File: src/rtl/store_merge.sv
// store_merge: turns sw/sh/sb store requests into word-wide data-memory writes.
// Default build: sb/sh perform a read-modify-write (IDLE -> RD -> MERGE -> WR),
// because the data memory has no byte enables. sw goes IDLE -> WR directly.
// Optional feature macro: STORE_BYTEEN_EN. When defined, the memory honours
// MemByteEn, so sb/sh skip RD/MERGE and write the source lane replicated.
// Misaligned sw/sh or an illegal op produce a one-cycle StoreErr and no write.
module store_merge #(
  parameter int ADDR_W = 32
) (
  input  logic              clk,
  input  logic              reset,
  input  logic              StoreReq,
  input  logic [2:0]        StoreOp,
  input  logic [ADDR_W-1:0] StoreAddr,
  input  logic [31:0]       StoreData,
  output logic              StoreReady,
  output logic              StoreDone,
  output logic              StoreErr,
  output logic              MemRdEn,
  input  logic [31:0]       MemRData,
  output logic              MemWrEn,
  output logic [ADDR_W-1:0] MemAddr,
  output logic [31:0]       MemWData,
  output logic [3:0]        MemByteEn
);

  typedef enum logic [2:0] {
    IDLE  = 3'd0,
    RD    = 3'd1,
    MERGE = 3'd2,
    WR    = 3'd3,
    ERR   = 3'd4
  } state_t;

  localparam logic [2:0] OP_SW = 3'b000;
  localparam logic [2:0] OP_SB = 3'b001;
  localparam logic [2:0] OP_SH = 3'b010;

  state_t state, state_next;

  // Latched request: word address, lane mask, lane-replicated data, merge result.
  logic [ADDR_W-3:0] word_q;
  logic [3:0]        lane_q;
  logic [31:0]       data_q;
  logic [31:0]       merge_q;

  // Decode of the incoming request, valid whenever StoreReq is presented.
  logic        accept;
  logic        bad_req;
  logic        is_sw;
  logic [3:0]  lane_d;
  logic [31:0] repl_d;
  logic [31:0] lane_bits;
  logic        mem_phase;

  assign accept = StoreReq & StoreReady;

  // Decode op/address into lane mask, replicated data and the error condition.
  // NOTE: every signal written here gets a default first, so no path leaves a
  // value unassigned and no latch is inferred.
  always_comb begin
    bad_req = 1'b0;
    is_sw   = 1'b0;
    lane_d  = 4'b0000;
    repl_d  = 32'h0;
    case (StoreOp)
      OP_SW: begin
        is_sw   = 1'b1;
        lane_d  = 4'b1111;
        repl_d  = StoreData;
        bad_req = (StoreAddr[1:0] != 2'b00);
      end
      OP_SB: begin
        lane_d  = 4'b0001 << StoreAddr[1:0];
        repl_d  = {4{StoreData[7:0]}};
      end
      OP_SH: begin
        lane_d  = StoreAddr[1] ? 4'b1100 : 4'b0011;
        repl_d  = {2{StoreData[15:0]}};
        bad_req = StoreAddr[0];
      end
      default: begin
        bad_req = 1'b1;
      end
    endcase
  end

  // State register.
  // NOTE: sequential state uses non-blocking assignments so every flop samples
  // the values from before the clock edge, independent of block ordering.
  always_ff @(posedge clk or negedge reset) begin
    if (!reset) state <= IDLE;
    else        state <= state_next;
  end

  // Next-state logic and Moore outputs for the store sequence.
  always_comb begin
    state_next = state;
    StoreReady = 1'b0;
    StoreDone  = 1'b0;
    StoreErr   = 1'b0;
    MemRdEn    = 1'b0;
    MemWrEn    = 1'b0;
    mem_phase  = 1'b0;
    case (state)
      IDLE: begin
        StoreReady = 1'b1;
        if (accept) begin
          if (bad_req)    state_next = ERR;
          else if (is_sw) state_next = WR;
          else begin
`ifdef STORE_BYTEEN_EN
            state_next = WR;
`else
            state_next = RD;
`endif
          end
        end
      end
      RD: begin
        MemRdEn    = 1'b1;
        mem_phase  = 1'b1;
        state_next = MERGE;
      end
      MERGE: begin
        mem_phase  = 1'b1;
        state_next = WR;
      end
      WR: begin
        MemWrEn    = 1'b1;
        StoreDone  = 1'b1;
        mem_phase  = 1'b1;
        state_next = IDLE;
      end
      ERR: begin
        StoreErr   = 1'b1;
        state_next = IDLE;
      end
      default: state_next = IDLE;
    endcase
  end

  // Expand the 4-bit lane mask to a 32-bit bit mask for the merge.
  assign lane_bits = {{8{lane_q[3]}}, {8{lane_q[2]}}, {8{lane_q[1]}}, {8{lane_q[0]}}};

  // Latch the request on accept; in MERGE splice the new lanes into the read word.
  always_ff @(posedge clk or negedge reset) begin
    if (!reset) begin
      word_q  <= '0;
      lane_q  <= 4'b0000;
      data_q  <= 32'h0;
      merge_q <= 32'h0;
    end else if (accept) begin
      word_q  <= StoreAddr[ADDR_W-1:2];
      lane_q  <= lane_d;
      data_q  <= repl_d;
      merge_q <= repl_d;
    end else if (state == MERGE) begin
      merge_q <= (MemRData & ~lane_bits) | (data_q & lane_bits);
    end
  end

  // Memory-side address/data/mask only carry the latched store while it is in flight.
  assign MemAddr   = mem_phase ? {word_q, 2'b00} : '0;
  assign MemByteEn = mem_phase ? lane_q : 4'b0000;
  assign MemWData  = MemWrEn ? merge_q : 32'h0;

endmodule

File: config.mk
export PLATFORM = sky130hd
export DESIGN_NAME = store_merge
export DESIGN_NICKNAME = d
export VERILOG_FILES = /design/src/rtl/store_merge.sv
export SDC_FILE = /design/constraint.sdc
export NUM_CORES = 1
export LEC_CHECK = 0
export CAP_MARGIN = 20
export CELL_PAD_IN_SITES_DETAIL_PLACEMENT = 1
export CELL_PAD_IN_SITES_GLOBAL_PLACEMENT = 1
export CORE_MARGIN = 10
export CORE_UTILIZATION = 34
export DETAILED_ROUTE_END_ITERATION = 10
export PLACE_DENSITY = 0.85
export SLEW_MARGIN = 20
export SYNTH_ARGS = -nofsm -noshare
export SYNTH_HDL_FRONTEND = slang
export SYNTH_SLANG_ARGS = --single-unit
File: constraint.sdc
create_clock -name clk -period 1.7 [get_ports clk]
set_input_delay 0.34 -clock clk [delete_from_list [all_inputs] [get_ports clk]]
set_output_delay 0.34 -clock clk [all_outputs]
set_load 0.005 [all_outputs]
==> metrics.md, run 1 <==
| Metric | Value |
|---|---|
| Outcome | `finished, violations left` |
| Failing checks | `negative setup slack` |
| I/O pins | `175` |
| Cell area after synthesis | `5270 µm²` |
| Min Hold Slack | `483 ps` |
| Post-synthesis area per instance | `9.02 µm²` |
| Largest net degree at the start of global routing | `35` |
| Power density cells | `1720 nW/µm²` |
| Netlist cell types | `37` |
| TritonRoute pass-1 iters | `5` |
| Vias in the first global route | `6043` |
| Core ar. | `15200 µm²` |
| CP required | `1940 ps` |
| Tot Pwr | `16.5 mW` |
| Ant diodes | `0` |
| RSZ-0062 raised after global routing | `yes` |
| Top-area cell type share of the netlist area | `48.0%` |
| Htree depth | `3` |
| Worst hold stages | `2` |
| Die Area | `20900 µm²` |
| Peak VDD IR | `0.775 mV` |
| Main area contributors after synthesis | `dfrtp_1 48%, nand2_1 12%, and2_1 8.0%` |
| M2 GR Usage | `38.8%` |
| Most frequent cell after synthesis | `nand2_1` |
| Most frequent cells after synthesis | `169 x nand2_1, 101 x dfrtp_1, 67 x and2_1` |
| Setup slack, reg-to-reg | `-350 ps` |
| Initial antenna violation count | `0` |
| Min-Delay Path Class | `register to register` |
| Max-cap violations | `0` |
| Register bit count reported by yosys | `101` |
| Placed instance count | `964` |
| Met1 usage | `26.2%` |
| Reg2Reg Depth | `11` |
| Die height | `144 µm` |
| Die width | `144 µm` |
| Worst-margin pin slew | `792 ps` |
| Avg WL per Cell | `27.8 µm` |
| Global route hottest layer | `met2` |
| Slew Limit Fails | `0` |
| Leading area contributor after synthesis | `dfrtp_1` |
| Critical path class | `register to register` |
| Grt ovf | `0` |
| Layout cells sized above 1 | `43.3%` |
| YS warnings | `0` |
| Final setup vio count | `169` |
| Root Buffer | `clkbuf_16` |
| Via count | `5874` |
| Num CTS Buffers | `9` |
| Final worst setup slack | `-347 ps` |
| GRT Total Usage | `22.6%` |
| Initial DRC Count | `523` |
| Cell row count | `45` |
| RR Startpoint | `state[0]` |
| Sequential element share of the synthesized area | `48.0%` |
| Most used DFF post-synth | `dfrtp_1` |
| CP Max Fanout | `7` |
| Hold Path Origin | `word_q[24]` |
| Layout area overhead | `81.7%` |
| Period minus WS final | `2050 ps` |
| Rel. slew slack | `46.5%` |
| Worst Setup Start Kind | `register` |
| R2R Path End | `merge_q[12]` |
| Clock transition at the registers of the reported paths | `80 ps` |
| Cell count after synthesis | `584` |
| EDFF count, synth | `0` |
| Routed WL | `28700 µm` |
| Clock Sink Count | `101` |
| Initial Util | `34.6%` |
| Clk_skew | `12.5 ps` |
| CTS tree | `yes` |
| Peak Freq | `0.489 GHz` |
| IO Port Bufs | `172` |
| Grt met3 use | `5.74%` |
| Final net count | `939` |
| Final-report hold violation count | `0` |
| Tcrit/Tclk final | `120%` |
| Setup tns final | `-37380 ps` |
| Critical path arrival | `2280 ps` |
| CP Capture Type | `register` |
| DRT antenna net count | `0` |
| GPL Wtd Cong | `0.884` |
| DRC Markers | `0` |
| First-pass GRT wire length | `36100 µm` |
| Hold worst-path end | `word_q[24]` |
| Non-filler cells, final | `1030` |
| Asr flop ratio synth | `100%` |
| Hpwl dp | `15900 µm` |
| Via density per instance | `5.70` |
| Leak | `4.57 nW` |
| Skew-Pair Late Insertion Delay | `360 ps` |
| Clk buf depth | `2` |
-- kinds of logic after synthesis --
kind of cell,share of synthesized area (%)
and+or+nand+nor,25.3
other,0.0712
AOI/OAI and AO/OA,14.1
muxes,7.60
DFF,48.0
buffers and inverters,4.99
-- where the power goes --
group / internal [mW] / total (mW) / switching, mW / leakage, nW
Combinational: 5.32 / 9.90 / 4.58 / 3.13
Sequential: 3.56 / 4.43 / 0.868 / 1.29
Clock: 1.17 / 2.14 / 0.963 / 0.149
-- metrics by stage --
| stage | cell area (µm²) | setup slack, ps | util (%) |
|---|---|---|---|
| 5_1_grt | 9560 | -379 | 62.9 |
| 3_3_place_gp | 7610 | -464 | 50.1 |
| 6_report | 9560 | -347 | 62.9 |
| 3_5_place_dp | 7610 | -547 | 50.1 |
| 2_1_floorplan | 5270 | 227 | - |
| 4_1_cts | 8420 | -300 | 55.4 |
-- layer usage --
metal / wire length, µm / vias to the layer above / part of all wire, %
met5: 0 / - / 0
met4: 1110 / 0 / 3.9
met3: 2140 / 81 / 7.5
met2: 14400 / 328 / 50
met1: 11000 / 2990 / 38
li1: - / 2475 / -
-- final cells by class --
class	instances	area, µm²
clock buffers	11	243
clock inverters	5	50.0
fillers	1545	5640
inverters	2	7.51
multi-input cells	438	3220
flip-flops and latches	101	2530
well taps	188	235
repair buffers	285	3280
-- worst max-delay path, cell delays in order, from the launching register on --
cell,delay [ps]
dfrtp_1,410
buf_6,140
buf_6,110
buf_6,110
nor3_4,190
buf_6,130
and2_4,170
buf_6,140
buf_12,130
buf_12,130
nand2_4,40
a22o_1,220
-- what timing repair did --
item                                    CTS  global route
setup buffers                            18            24
endpoints found under the setup margin   95           171
cloned                                    8            10
gates resized for setup                 318           296
pin swaps                                14           102
hold buffers                              1             0
hold endpoints to repair                 31             0
-- flip-flops by register name, indices dropped and copies added (netlist names) --
| signal | flops |
|---|---|
| data_q | 32 |
| merge_q | 32 |
| word_q | 30 |
| lane_q | 4 |
| state | 3 |
-- how the worst max path moves through the flow --
stage               slack (ps)  cells after the start       start      endpoint
floorplan                  230                      4    state[0]  MemWData[22]
global placement          -460                      7  StoreOp[1]   merge_q[10]
detailed placement        -550                      5  StoreOp[0]    data_q[10]
CTS                       -300                      7    state[0]   MemWData[5]
global route              -380                     11    state[0]    merge_q[6]
finish                    -350                     11    state[0]   merge_q[12]
-- cells in the final DEF, fill, tap and decap left out, types with 2 or more instances in the layout --
master             n
a211oi_1           6
buf_4             52
nor2b_1            8
dfrtp_1          100
conb_1             2
a31oi_1            2
o31ai_1            8
a21oi_1           25
o21ai_0            7
buf_6             90
nand2_2           25
o21ai_2            8
a22o_1            15
clkbuf_16         17
nand2_4           27
nor4bb_1           4
clkinv_2           4
nand2_8            2
mux2i_1           40
clkdlybuf4s50_1   99
a211oi_2           3
o31ai_2            4
o211ai_1          15
nor2_1            19
buf_8              6
inv_1              2
o21ai_4            9
nor4bb_4           3
nand2_1          116
and2_4            67
nor2_4             5
buf_16             5
a21oi_2            4
buf_12            21
Power figures use the tool's default switching activity.
==> run 2: changes to the inputs <==
REMOVE_ABC_BUFFERS = 1   (was default)
==> metrics.md, run 2 (same netlist as run 1, synthesis figures left out) <==
| Metric | Value |
|---|---|
| Avg WL per Cell | `28.9 µm (was 27.8 µm)` |
| Power density cells | `1770 nW/µm² (was 1720 nW/µm²)` |
| Clock Sink Count | `101 (unchanged)` |
| Placed instance count | `959 (was 964)` |
| Outcome | `finished, violations left (unchanged)` |
| Peak Freq | `0.483 GHz (was 0.489 GHz)` |
| IO Port Bufs | `172 (unchanged)` |
| Layout cells sized above 1 | `48.5% (was 43.3%)` |
| Clk buf depth | `2 (unchanged)` |
| Tcrit/Tclk final | `122% (was 120%)` |
| Min-Delay Path Class | `primary input to async pin (was register to register)` |
| RSZ-0062 raised after global routing | `yes (unchanged)` |
| Clock transition at the registers of the reported paths | `80 ps (about the same)` |
| Setup slack, reg-to-reg | `-350 ps (about the same)` |
| Via count | `5974 (was 5874)` |
| CP Max Fanout | `7 (unchanged)` |
| Critical path class | `register to output port (was register to register)` |
| Cell row count | `45 (unchanged)` |
| Max-cap violations | `0 (unchanged)` |
| Period minus WS final | `2070 ps (was 2050 ps)` |
| Root Buffer | `clkbuf_16 (unchanged)` |
| Initial DRC Count | `458 (was 523)` |
| Ant diodes | `0 (unchanged)` |
| Clk_skew | `16.1 ps (was 12.5 ps)` |
| Met3 wire len | `2090 µm (was 2140 µm)` |
| DRT antenna net count | `0 (unchanged)` |
| Placed Area | `7600 µm² (was 7610 µm²)` |
| Crit path largest cell delay | `460 ps (was 410 ps)` |
| Failing checks | `negative setup slack (unchanged)` |
| Htree depth | `3 (unchanged)` |
| Worst Setup Start Kind | `register (unchanged)` |
| Non-filler cells, final | `1036 (was 1030)` |
| Final setup vio count | `169 (unchanged)` |
| Largest regs | `data_q: 32 flops, merge_q: 32 flops, word_q: 30 flops (unchanged)` |
| Die height | `144 µm (unchanged)` |
| Peak VDD IR | `0.741 mV (was 0.775 mV)` |
| Met1 WL | `11000 µm (about the same)` |
| DRC Markers | `0 (unchanged)` |
| TritonRoute pass-1 iters | `5 (unchanged)` |
| First-pass GRT wire length | `36900 µm (was 36100 µm)` |
| Die Area | `20900 µm² (unchanged)` |
| Met2 Routed Length | `15300 µm (was 14400 µm)` |
| Num CTS Buffers | `9 (unchanged)` |
| Layout area overhead | `88.6% (was 81.7%)` |
| Slew Limit Fails | `0 (unchanged)` |
| CP most frequent cell | `buf_6 (unchanged)` |
| Die width | `144 µm (unchanged)` |
| Core ar. | `15200 µm² (unchanged)` |
| Largest net degree at the start of global routing | `44 (was 35)` |
| Vias in the first global route | `6184 (was 6043)` |
| Final worst setup slack | `-368 ps (was -347 ps)` |
| Final net count | `945 (was 939)` |
| Commonest non-fill, non-tap cell in the layout | `clkdlybuf4s50_1 (was nand2_1)` |
| Initial Util | `34.6% (unchanged)` |
| CTS tree | `yes (unchanged)` |
| CP Capture Type | `output port (was register)` |
| Critical path arrival | `1730 ps (was 2280 ps)` |
| Final-report hold violation count | `0 (unchanged)` |
| Via density per instance | `5.77 (was 5.70)` |
| Top layer in use | `met4 (unchanged)` |
| Critical-path cell with the highest stage delay | `dfrtp_2 (was dfrtp_1)` |
| Hpwl dp | `15300 µm (was 15900 µm)` |
| Grt ovf | `0 (unchanged)` |
| Worst path cell trace | `buf_6 -> nand2_4 -> nor2_4 -> buf_12 -> buf_12 -> buf_6 -> and2_4 -> buf_6 (was buf_6 -> buf_6 -> buf_6 -> nor3_4 -> buf_6 -> and2_4 -> buf_6 -> buf_12 -> buf_12 -> nand2_4 -> a22o_1)` |
| Commonest cells after routing, fill and taps aside | `100 x clkdlybuf4s50_1, 98 x dfrtp_1, 95 x nand2_1, 93 x buf_6, 66 x and2_4 (was 116 x nand2_1, 100 x dfrtp_1, 99 x clkdlybuf4s50_1, 90 x buf_6, 67 x and2_4)` |
| Reg2Reg Depth | `10 (was 11)` |
| Design area | `9930 µm² (was 9560 µm²)` |
| I/O pins | `175 (unchanged)` |
| Leak | `4.53 nW (was 4.57 nW)` |
| Routed WL | `29900 µm (was 28700 µm)` |
| GPL Wtd Cong | `0.848 (was 0.884)` |
| Skew-Pair Late Insertion Delay | `370 ps (was 360 ps)` |
| Initial antenna violation count | `0 (unchanged)` |
| GRT Total Usage | `23.1% (was 22.6%)` |
| CP required | `1360 ps (was 1940 ps)` |
run 2: cell count changes in the layout (fill, tap and decap cells not counted), moves of 4 or more:
cell,previous run,this run
o31ai_1,8,2
a211oi_4,0,5
o21ai_4,9,13
a211oi_1,6,2
a21oi_1,25,19
nand2_1,116,95
o21ai_0,7,0
a21oi_4,0,4
nand2_2,25,45
nor4bb_1,4,8
buf_4,52,47
buf_12,21,28
run 2: timing repair:
action,CTS,global route
endpoints found under the setup margin,80,171
hold endpoints to repair,29,0
resized for setup,397,287
buffers inserted,25,27
cloned,11,13
hold buffers,1,0
pin swaps,28,118
run 2: per-stage QoR:
stage          TNS [ps]  total power [mW]  hold slack, ps  utilization (%)  setup slack [ps]
2_1_floorplan    -84000              6.82            44.4                -              -923
6_report         -37400              17.6             471             65.3              -368
5_1_grt          -44240              18.3             517             65.3              -396
3_3_place_gp     -13670              9.99             298             50.0              -204
3_5_place_dp     -21750              10.4             312             50.0              -320
4_1_cts          -28210              14.0             471             56.6              -416
run 2: final timing paths:
check	startpoint	to
min in group clk	word_q[17]	word_q[17]
max in group asynchronous	reset	state[2]
min	reset	word_q[27]
max reg2reg	state[2]	merge_q[17]
min reg2reg	word_q[17]	word_q[17]
max	state[0]	MemWData[21]
run 2: worst max-delay path: cells and delay by family (launching register included):
kind / cells / cell delay (ps)
flip-flops: 1 / 460
AND/OR/NAND/NOR: 3 / 250
buffers and inverters: 5 / 650
run 2: power by group:
part	internal, mW	leakage [nW]	switching (mW)
registers	3.56	1.29	1.09
logic	5.79	3.09	4.91
clock network	1.18	0.149	1.05
run 2: cell type report:
type	instances	area (µm²)
Multi-Input combinational cell	438	3450
Clock inverter	6	61.3
Timing Repair Buffer	291	3410
Tap cell	188	235
Inverter	2	7.51
Clock buffer	10	239
Sequential cell	101	2530
Fill cell	1514	5270
run 2: per-layer routing:
metal  track usage, %  vias up
met4             10.7        0
met3             4.69      107
li1                 -     2492
met2             40.2      349
met5                0        -
met1             26.6     3026
